$ cat config.mk
export PLATFORM = sky130hd
export DESIGN_NAME = core_mem_arbiter
export DESIGN_NICKNAME = d
export VERILOG_FILES = /design/src/rtl/core_mem_arbiter.sv
export SDC_FILE = /design/constraint.sdc
export NUM_CORES = 1
export LEC_CHECK = 0
export ABC_AREA = 0
export CAP_MARGIN = 20
export CELL_PAD_IN_SITES_DETAIL_PLACEMENT = 1
export CELL_PAD_IN_SITES_GLOBAL_PLACEMENT = 1
export CORE_MARGIN = 5
export CORE_UTILIZATION = 53
export CTS_CLUSTER_SIZE = 8
export DETAILED_ROUTE_END_ITERATION = 10
export DONT_BUFFER_PORTS = 1
export GPL_ROUTABILITY_DRIVEN = 0
export MAX_ROUTING_LAYER = met4
export PLACE_DENSITY = 0.81
export SKIP_CTS_REPAIR_TIMING = 1
export SYNTH_ARGS = -nofsm -noshare
export SYNTH_HDL_FRONTEND = slang
export SYNTH_SLANG_ARGS = --single-unit
export TNS_END_PERCENT = 50
$ cat constraint.sdc
create_clock -name clk -period 9.7 [get_ports clk]
set_input_delay 1.94 -clock clk [delete_from_list [all_inputs] [get_ports clk]]
set_output_delay 1.94 -clock clk [all_outputs]
set_load 0.01 [all_outputs]
$ cat src/rtl/core_mem_arbiter.sv
// Merges the instruction-fetch and load/store ports onto one shared valid/ready
// memory bus. One outstanding transaction at a time; ties resolved by priority or round-robin.
module core_mem_arbiter #(
  parameter int ADDR_WIDTH    = 32,
  parameter int DATA_WIDTH    = 32,
  parameter int DMEM_PRIORITY = 1
) (
  input  logic                    clk,
  input  logic                    rst,
  input  logic                    imem_valid_i,
  output logic                    imem_ready_o,
  input  logic [ADDR_WIDTH-1:0]   imem_addr_i,
  input  logic [DATA_WIDTH-1:0]   imem_wdata_i,
  input  logic [DATA_WIDTH/8-1:0] imem_we_i,
  output logic [DATA_WIDTH-1:0]   imem_rdata_o,
  input  logic                    dmem_valid_i,
  output logic                    dmem_ready_o,
  input  logic [ADDR_WIDTH-1:0]   dmem_addr_i,
  input  logic [DATA_WIDTH-1:0]   dmem_wdata_i,
  input  logic [DATA_WIDTH/8-1:0] dmem_we_i,
  output logic [DATA_WIDTH-1:0]   dmem_rdata_o,
  output logic                    mem_valid_o,
  input  logic                    mem_ready_i,
  output logic [ADDR_WIDTH-1:0]   mem_addr_o,
  output logic [DATA_WIDTH-1:0]   mem_wdata_o,
  output logic [DATA_WIDTH/8-1:0] mem_we_o,
  input  logic [DATA_WIDTH-1:0]   mem_rdata_i
);
  localparam int BW = DATA_WIDTH / 8;

  // state  | meaning
  // S_IDLE | no transaction, arbitrate on incoming valids
  // S_BUS  | request held on the shared bus until mem_ready_i
  // S_RESP | one-cycle ready pulse to the owner; valids ignored
  typedef enum logic [1:0] {S_IDLE, S_BUS, S_RESP} state_t;

  state_t                r_state, w_state_nxt;
  logic                  r_owner, w_owner_nxt;
  logic                  r_last_grant, w_last_grant_nxt;
  logic                  r_mem_valid, w_mem_valid_nxt;
  logic [ADDR_WIDTH-1:0] r_mem_addr, w_mem_addr_nxt;
  logic [DATA_WIDTH-1:0] r_mem_wdata, w_mem_wdata_nxt;
  logic [BW-1:0]         r_mem_we, w_mem_we_nxt;
  logic                  r_imem_ready, w_imem_ready_nxt;
  logic                  r_dmem_ready, w_dmem_ready_nxt;
  logic [DATA_WIDTH-1:0] r_imem_rdata, w_imem_rdata_nxt;
  logic [DATA_WIDTH-1:0] r_dmem_rdata, w_dmem_rdata_nxt;
  logic                  w_grant_dmem;

  // owner / last_grant encoding: 0 = IMEM, 1 = DMEM
  always_comb begin
    if (imem_valid_i && dmem_valid_i)
      w_grant_dmem = (DMEM_PRIORITY != 0) ? 1'b1 : ~r_last_grant;
    else
      w_grant_dmem = dmem_valid_i;
  end

  always_comb begin
    w_state_nxt      = r_state;
    w_owner_nxt      = r_owner;
    w_last_grant_nxt = r_last_grant;
    w_mem_valid_nxt  = r_mem_valid;
    w_mem_addr_nxt   = r_mem_addr;
    w_mem_wdata_nxt  = r_mem_wdata;
    w_mem_we_nxt     = r_mem_we;
    w_imem_ready_nxt = 1'b0;
    w_dmem_ready_nxt = 1'b0;
    w_imem_rdata_nxt = r_imem_rdata;
    w_dmem_rdata_nxt = r_dmem_rdata;
    case (r_state)
      S_IDLE: begin
        if (imem_valid_i || dmem_valid_i) begin
          w_owner_nxt      = w_grant_dmem;
          w_last_grant_nxt = w_grant_dmem;
          w_mem_valid_nxt  = 1'b1;
          w_mem_addr_nxt   = w_grant_dmem ? dmem_addr_i  : imem_addr_i;
          w_mem_wdata_nxt  = w_grant_dmem ? dmem_wdata_i : imem_wdata_i;
          w_mem_we_nxt     = w_grant_dmem ? dmem_we_i    : imem_we_i;
          w_state_nxt      = S_BUS;
        end
      end
      S_BUS: begin
        if (mem_ready_i) begin
          if (r_owner) begin
            w_dmem_rdata_nxt = mem_rdata_i;
            w_dmem_ready_nxt = 1'b1;
          end else begin
            w_imem_rdata_nxt = mem_rdata_i;
            w_imem_ready_nxt = 1'b1;
          end
          w_mem_valid_nxt = 1'b0;
          w_state_nxt     = S_RESP;
        end
      end
      S_RESP:  w_state_nxt = S_IDLE;
      default: w_state_nxt = S_IDLE;
    endcase
  end

  always_ff @(posedge clk or posedge rst) begin
    if (rst) begin
      r_state      <= S_IDLE;
      r_owner      <= 1'b0;
      r_last_grant <= 1'b0;
      r_mem_valid  <= 1'b0;
      r_mem_addr   <= '0;
      r_mem_wdata  <= '0;
      r_mem_we     <= '0;
      r_imem_ready <= 1'b0;
      r_dmem_ready <= 1'b0;
      r_imem_rdata <= '0;
      r_dmem_rdata <= '0;
    end else begin
      r_state      <= w_state_nxt;
      r_owner      <= w_owner_nxt;
      r_last_grant <= w_last_grant_nxt;
      r_mem_valid  <= w_mem_valid_nxt;
      r_mem_addr   <= w_mem_addr_nxt;
      r_mem_wdata  <= w_mem_wdata_nxt;
      r_mem_we     <= w_mem_we_nxt;
      r_imem_ready <= w_imem_ready_nxt;
      r_dmem_ready <= w_dmem_ready_nxt;
      r_imem_rdata <= w_imem_rdata_nxt;
      r_dmem_rdata <= w_dmem_rdata_nxt;
    end
  end

  assign mem_valid_o  = r_mem_valid;
  assign mem_addr_o   = r_mem_addr;
  assign mem_wdata_o  = r_mem_wdata;
  assign mem_we_o     = r_mem_we;
  assign imem_ready_o = r_imem_ready;
  assign dmem_ready_o = r_dmem_ready;
  assign imem_rdata_o = r_imem_rdata;
  assign dmem_rdata_o = r_dmem_rdata;

endmodule

## Word-level counts from Yosys, hierarchy flattened

Cells that the tools add are included.

- Register bits after elaboration: 138
- Input bits: 173
- Output and inout port bits: 135
- Logic and storage cells: 39

- Equal/unequal tests: 3
- Multiplexer cells: 16
- Bitwise operators: 1
- Reduce and logical (&&, ||, !) cells: 9

Operator list:

| kind | count |
|---|---|
| $mux 32 | 2 |
| $mux 1 | 9 |
| $reduce_and 3->1 | 3 |
| $mux 2 | 2 |
| $mux 4 | 1 |
| $ne 2x2->1 const B | 2 |
| $pmux 2 s2 | 1 |
| $reduce_and 2->1 | 2 |
| $eq 2x1->1 const B | 1 |
| $logic_not 2->1 | 1 |
| $pmux 1 s2 | 1 |
| $reduce_bool 2->1 | 1 |
| $logic_and 1x1->1 | 1 |
| $logic_or 1x1->1 | 1 |
| $not 1->1 | 1 |

## Logic depth before layout (Yosys ltp)

Gate-level depths: netlist of run 1.

- Depth in word-level cells: 3
- Gate-level depth with buffers: 5
- Depth with buffers taken out: 4

## Least setup slack after synthesis of run 1

No wires, ideal clock.

- Path type: in2reg
- Start: input port dmem_valid_i
- End: register r_mem_wdata[0], in the netlist mem_wdata_o[0]
- Library setup time: 125 ps
- Arrival time: 2845 ps
- Data required time: 9575 ps
- Path slack: 6730 ps
- Stages: 5
- Buffers on the path: 3
- Cells stage by stage: buf_6 -> buf_12 -> buf_12 -> mux2_4 -> mux2_4

- Longest elaborated chain between the ends: 3

Ends and longest elaborated chain:

| what | line | source |
|---|---|---|
| start, declared | 16 | `input logic dmem_valid_i,` |
| $logic_and 1x1->1 | 52 | `if (imem_valid_i && dmem_valid_i)` |
| $mux 1 | 52 |  |
| $mux 32 | 77 | `w_mem_wdata_nxt = w_grant_dmem ? dmem_wdata_i : imem_wdata_i;` |
| end signal, assigned | 119 | `r_mem_wdata <= w_mem_wdata_nxt;` |
| end, declared | 42 | `logic [DATA_WIDTH-1:0] r_mem_wdata, w_mem_wdata_nxt;` |

Several ways; a longest one is shown, not always the timed one.
A chain may end at the register's enable or synchronous reset.

## Worst setup path in the final report of run 1

- Start: input port dmem_valid_i
- End: register r_mem_addr[25], in the netlist mem_addr_o[25]

- Longest elaborated chain between the ends: 3

Ends and longest elaborated chain:

| what | line | source |
|---|---|---|
| $logic_and 1x1->1 | 52 |  |
| $mux 1 | 52 |  |
| $mux 32 | 76 | `w_mem_addr_nxt = w_grant_dmem ? dmem_addr_i : imem_addr_i;` |
| end signal, assigned | 118 | `r_mem_addr <= w_mem_addr_nxt;` |
| end, declared | 41 | `logic [ADDR_WIDTH-1:0] r_mem_addr, w_mem_addr_nxt;` |

Several ways; a longest one is shown, not always the timed one.

==> impl_metrics.csv, run 1 <==
group,metric,value,unit
pwr,power_density,366.8,nW/µm²
global_route,grt_overflow,0,
die,die_h,118.9,µm
worst_setup_path,endpoint_kind,"register",
sta,rsz0062_at_grt,"no",
cts,cts_root_buffer,"clkbuf_16",
synthesis,syn-cell-area,6285,µm²
synthesis,yosys-top-cells-area,"dfrtp_1, mux2_4, mux2_2",
global_route,antenna_found_initial,0,
synthesis,yosys.area.top_type_share,54.95,%
worst_setup_path,reg2regPathDepth,4,
pwr,switching_share,32.49,%
cts,insertion_delay,0.41,ns
route,route.met3.wl,1359,µm
synthesis,syn-num-nets,546,
synthesis,synth_area_leader_cell,"dfrtp_1",
place,placed_area,6299,µm²
die,rows,39,
cells_and_area,layout-drive-gt1-share,47.55,%
cts,htreeDepth,4,
cts,tritoncts,"done",
sta,hold_ws,0.5629,ns
worst_setup_path,crit_fanout,70,
die,ios,308,
sta,setup_tns,0,ns
global_route,grt_pass1_wl,22450,µm
sta,fin_crit_sh,32.65,%
sta,tightest_slew,1.041,ns
route,dr_wl_met2,7906,µm
cts,cts_buffers,17,
global_route,grtUsageTotal,21.43,%
synthesis,yosys.area_share.simple,0.8561,%
route,drtPass1Iterations,4,
worst_setup_path,path_class,"in2reg",
synthesis,yosys.area_share.adder,0,%
hold_path,min_path_type,"reg2reg",
pwr,intPower,1.727,mW
synthesis,yosysWarnings,0,
route,vias,3151,
synthesis,synth_seq_cells,138,
worst_setup_path,arrival,3.46,ns
sta,hold_viol_final,0,
flow_run,maxCapViolCount,0,
global_route,grt_max_degree,81,
cts,cts_buffer_depth,2,
place,io_buffers,0,
sta,final.min_clock_period,3.167,ns
synthesis,syn_inst,373,
pwr,p_sw,830.8,µW
hold_path,holdPathStages,1,
sta,relSlewSlack,30.59,%
global_route,first_global_vias,3701,
cells_and_area,register_area,3453,µm²
cells_and_area,fill_cells,999,
synthesis,synthXorXnorAreaFrac,0,%
pwr,p_leak,3.133,nW
route,antenna_left,0,
route,routed_via_density,5.945,
sta,slew_viol_final,0,
sta,finalSetupViolations,0,
pwr,clkPwrFrac,27.1,%
synthesis,muxShareOfSynthArea,40.43,%
pwr,ir_drop,0.1265,mV
cts,clkSinkCount,138,
die,initial_utilization,54.57,%
die,core,11520,µm²
sta,finalClockSkew,0.008526,ns
synthesis,seq_area_frac_synth,54.95,%
pwr,p_seq_share,49.3,%
pwr,power,2.557,mW
synthesis,synth_compound_area_share,0.3982,%
place,dp_hpwl,10810,µm
route,routed.top_layer,"met4",
route,post-route-drc-count,0,
cells_and_area,layout.nets,547,
cells_and_area,area_growth,10.95,%
worst_setup_path,startpoint_type,"primary input",
route,drt_iter0_drc,174,
route,wl_met1,5210,µm
cts,clk_pin_slew,0.06,ns
cells_and_area,n_antenna_cell,0,
die,die_w,118.9,µm
synthesis,synth_top_family_by_area,"multiplexers",
die,dieArea,14140,µm²
cells_and_area,final_area,6973,µm²
route,totalWireLength,14740,µm
worst_setup_path,cp.required,9.99,ns
status,status,"finished clean",
sta,setup_ws,6.533,ns
sta,max_freq,315.8,MHz
route,wire_per_inst,27.81,µm
pwr,pwr-share-comb,23.6,%
synthesis,synth_cell_types,20,
place,dp_worst_setup_slack,6.118,ns
synthesis,synth_area_per_cell,16.85,µm²
cells_and_area,multi_input_area,2628,µm²
==> metal layers <==
metal / global-route usage (%) / vias to the layer above
li1: - / 1334
met1: 22.70 / 1609
met2: 36.45 / 189
met3: 9.242 / 19
met4: 6.517 / 0
met5: - / -
==> sequential cells by signal, summed over array words and instances (netlist names) <==
name / flops
mem_we_o: 4
mem_addr_o: 32
mem_valid_o: 1
mem_wdata_o: 32
r_state: 2
dmem_ready_o: 1
r_owner: 1
imem_rdata_o: 32
imem_ready_o: 1
dmem_rdata_o: 32
==> through the flow <==
step / utilization, % / instances
6_report: 60.55 / 530
5_1_grt: 60.55 / 530
4_1_cts: 60.31 / 529
3_5_place_dp: 54.69 / 497
3_3_place_gp: 54.69 / 497
2_1_floorplan: - / 373
==> path summary, 6_finish.rpt <==
check / from / to / slack (ns)
worst max-delay path: dmem_valid_i / mem_addr_o[25] / 6.53
worst min-delay path: imem_rdata_o[5] / imem_rdata_o[5] / 0.56
worst max register to register: r_state[0] / mem_addr_o[25] / 7.34
worst min register to register: imem_rdata_o[5] / imem_rdata_o[5] / 0.56
max in group asynchronous: rst / imem_rdata_o[3] / 7.30
min in group asynchronous: rst / mem_wdata_o[4] / 1.45
==> cells by family after synthesis <==
kind of cell,Yosys count
muxes,200
and+or+nand+nor,7
DFF,138
AOI/OAI and AO/OA,3
buffers and inverters,25
==> cell usage in the layout, fill, tap and decap left out, drive strengths merged <==
master / synthesis / routed
mux2: 200 / 200
dfrtp: 138 / 138
clkbuf: 0 / 22
bufinv: 0 / 4
buf: 22 / 4
inv: 3 / 4
clkinv: 0 / 3
clkinvlp: 0 / 2
nor2: 2 / 2
nand2: 2 / 2
nand3b: 1 / 1
o21a: 1 / 1
a21o: 1 / 1
a22o: 1 / 1
nor3b: 1 / 1
or2: 1 / 1
==> cell type report <==
| cell class | count | area share [%] |
|---|---|---|
| repair buffers | 4 | 0.7177 |
| clock inverters | 10 | 2.333 |
| inverters | 3 | 0.2333 |
| well taps | 143 | 2.566 |
| multi-input cells | 210 | 37.68 |
| flip-flops and latches | 138 | 49.52 |
| clock buffers | 22 | 6.944 |
==> critical path, stage by stage <==
cell and delay [ns]:
o21a_4 0.26, buf_4 0.83, mux2_4 0.36
==> power groups by stage <==
stage / combinational (mW) / sequential (mW) / clock, mW
final: 0.604 / 1.26 / 0.692
after global routing: 0.652 / 1.30 / 0.743
after CTS: 0.614 / 1.27 / 0.704
after detailed placement: 0.606 / 1.27 / 0
after global placement: 0.574 / 1.27 / 0
after floorplan: 0.566 / 1.16 / 0
==> synth_stat cells <==
cell type / n
nor2_2: 1
mux2_1: 58
a22o_2: 1
inv_1: 2
buf_12: 2
nand3b_4: 1
o21a_1: 1
nand2_2: 1
mux2_2: 65
mux2_4: 77
buf_6: 8
nor3b_1: 1
or2_1: 1
nor2_1: 1
buf_2: 8
a21o_1: 1
buf_4: 4
inv_2: 1
dfrtp_1: 138
nand2_1: 1
Note: power is estimated with default switching activity, not from simulation.
==> inputs of run 2 (changes only) <==
--- a/config.mk
+++ b/config.mk
@@ -10,13 +10,13 @@
 export CELL_PAD_IN_SITES_DETAIL_PLACEMENT = 1
 export CELL_PAD_IN_SITES_GLOBAL_PLACEMENT = 1
 export CORE_MARGIN = 5
-export CORE_UTILIZATION = 53
+export CORE_UTILIZATION = 50
 export CTS_CLUSTER_SIZE = 8
 export DETAILED_ROUTE_END_ITERATION = 10
 export DONT_BUFFER_PORTS = 1
 export GPL_ROUTABILITY_DRIVEN = 0
 export MAX_ROUTING_LAYER = met4
-export PLACE_DENSITY = 0.81
+export PLACE_DENSITY = 0.76
 export SKIP_CTS_REPAIR_TIMING = 1
 export SYNTH_ARGS = -nofsm -noshare
 export SYNTH_HDL_FRONTEND = slang
==> constraint.sdc (replaced) <==
create_clock -name clk -period 3.2 [get_ports clk]
set_input_delay 0.64 -clock clk [delete_from_list [all_inputs] [get_ports clk]]
set_output_delay 0.64 -clock clk [all_outputs]
set_load 0.01 [all_outputs]
==> run 2 against run 1 <==
  * Non-clock buffer count is 2 higher
  * Critical endpoint unchanged
  * Combinational power grew to 3.0 times the previous value
  * Critical path type is now reg2reg
  * Clock power rose to 2.9 times the previous value
  * Sequential cell count unchanged
==> impl_metrics.csv, run 2 (same netlist as run 1, synthesis figures left out) <==
group,metric,value,unit
global_route,grt_overflow,0,
worst_setup_path,reg2reg_from,"r_state[0]",
global_route,grt_pass1_wl,21320,µm
place,dp_hpwl,10840,µm
sta,finalSetupViolations,0,
cells_and_area,layout-drive-gt1-share,48.07,%
pwr,clkPwrFrac,26.5,%
cts,tritoncts,"done",
cells_and_area,final_common_cell,"dfrtp_1",
cts,cts_buffer_depth,2,
sta,hold_ws,0.09409,ns
pwr,p_sw,2.537,mW
worst_setup_path,critPathMaxStageDelay,0.61,ns
cts,htreeDepth,4,
cells_and_area,layout_common_cells,"dfrtp_1, mux2_4, mux2_2",
route,drtPass1Iterations,3,
sta,slew_viol_final,0,
global_route,grt_max_degree,92,
route,wire_per_inst,25.83,µm
cells_and_area,n_antenna_cell,0,
route,totalWireLength,14490,µm
route,post-route-drc-count,0,
pwr,p_seq_share,49.9,%
sta,finalClockSkew,0.006602,ns
cts,cts_buffers,17,
pwr,intPower,5.153,mW
place,io_buffers,0,
pwr,ir_drop,0.3644,mV
die,ios,308,
die,rows,41,
cts,cts_root_buffer,"clkbuf_16",
sta,fin_crit_sh,63.76,%
sta,hold_viol_final,0,
route,routed_via_density,5.506,
die,initial_utilization,50.42,%
hold_path,min_path_type,"in2async",
status,status,"finished clean",
die,die_w,122.1,µm
global_route,grtUsageTotal,19.67,%
sta,rsz0062_at_grt,"no",
route,drt_iter0_drc,79,
route,vias,3089,
global_route,antenna_found_initial,0,
sta,final.min_clock_period,2.040,ns
place,dp_cells,529,
cts,clk_pin_slew,0.06,ns
die,core,12470,µm²
die,die_h,122.1,µm
cells_and_area,final_area,7005,µm²
worst_setup_path,critical_path.slowest_cell,"o21a_4",
route,antenna_left,0,
worst_setup_path,r2r_slack,1.16,ns
cells_and_area,layout.cells.non_filler,561,
worst_setup_path,path_class,"reg2reg",
cts,clkSinkCount,138,
pwr,pwr-share-comb,23.6,%
global_route,first_global_vias,3652,
cells_and_area,area_growth,11.47,%
worst_setup_path,arrival,2.33,ns
sta,tightest_slew,0.8401,ns
worst_setup_path,startpoint_type,"register",
cts,insertion_delay,0.41,ns
flow_run,maxCapViolCount,0,
pwr,power_density,1098,nW/µm²
worst_setup_path,crit_fanout,35,
worst_setup_path,endpoint_kind,"register",
worst_setup_path,crit_chain,"nor2_1 -> o21a_4 -> buf_4 -> mux2_4",
worst_setup_path,startpoint,"r_state[0]",
place,placed_area,6381,µm²
cells_and_area,layout.nets,549,
worst_setup_path,cp.required,3.49,ns
sta,max_freq,490.1,MHz
sta,setup_tns,0,ns
die,dieArea,14910,µm²
pwr,switching_share,32.99,%
sta,relSlewSlack,43.79,%
pwr,p_leak,3.130,nW
==> run 2: cell types whose count changed in the layout (fill, tap and decap cells not counted) <==
cell        before  now
clkinv_4         1    3
clkbuf_1         1    0
buf_4            3    4
clkbuf_8         4    0
clkinv_2         2    4
buf_12           0    2
clkinvlp_4       2    3
buf_16           1    0
==> run 2: critical path: cells and delay by family (launching register included) <==
family          cells  cell delay [ns]
compound gates      1             0.61
mux                 1             0.32
simple gates        1             0.22
flops               1             0.42
buf+inv             1             0.35
==> run 2: power by group through the flow <==
stage	clock network [mW]	registers, mW	logic, mW
2_1_floorplan	0	3.51	1.72
3_3_place_gp	0	3.85	1.75
3_5_place_dp	0	3.86	1.85
4_1_cts	2.10	3.87	1.86
5_1_grt	2.17	3.94	1.97
6_report	2.04	3.83	1.82
==> run 2: layer usage <==
layer	routed length (µm)	GRT usage (%)	up-vias
li1	-	-	1339
met1	5087	21.22	1553
met2	7609	32.91	178
met3	1561	7.799	19
met4	235	7.138	0
met5	0	-	-
==> run 2: metrics by stage <==
stage | power, mW | setup slack [ns] | utilization, %
after detailed placement | 5.715 | 1.129 | 51.19
after global placement | 5.599 | 1.176 | 51.19
after global routing | 8.067 | 1.058 | 56.20
after floorplan | 5.227 | 0.8389 | -
after CTS | 7.827 | 1.124 | 56.20
final | 7.690 | 1.160 | 56.20
==> run 2: worst paths after layout <==
path / endpoint / cells after the start
setup / recovery: mem_addr_o[25] / 4
hold / removal: mem_wdata_o[24] / 1
setup reg to reg: mem_addr_o[25] / 4
hold reg to reg: imem_rdata_o[19] / 1
max in group asynchronous: mem_wdata_o[14] / 2
min in group clk: dmem_rdata_o[22] / 1
==> run 2: area by class of cell <==
| class | instances | area, µm² |
|---|---|---|
| fill | 1159 | 5460 |
| sequential | 138 | 3453 |
| clock inverter | 15 | 198.9 |
| multi-input combinational | 210 | 2628 |
| timing repair buffer | 6 | 70.07 |
| tap | 172 | 215.2 |
| inverter | 3 | 15.01 |
| clock buffer | 17 | 425.4 |
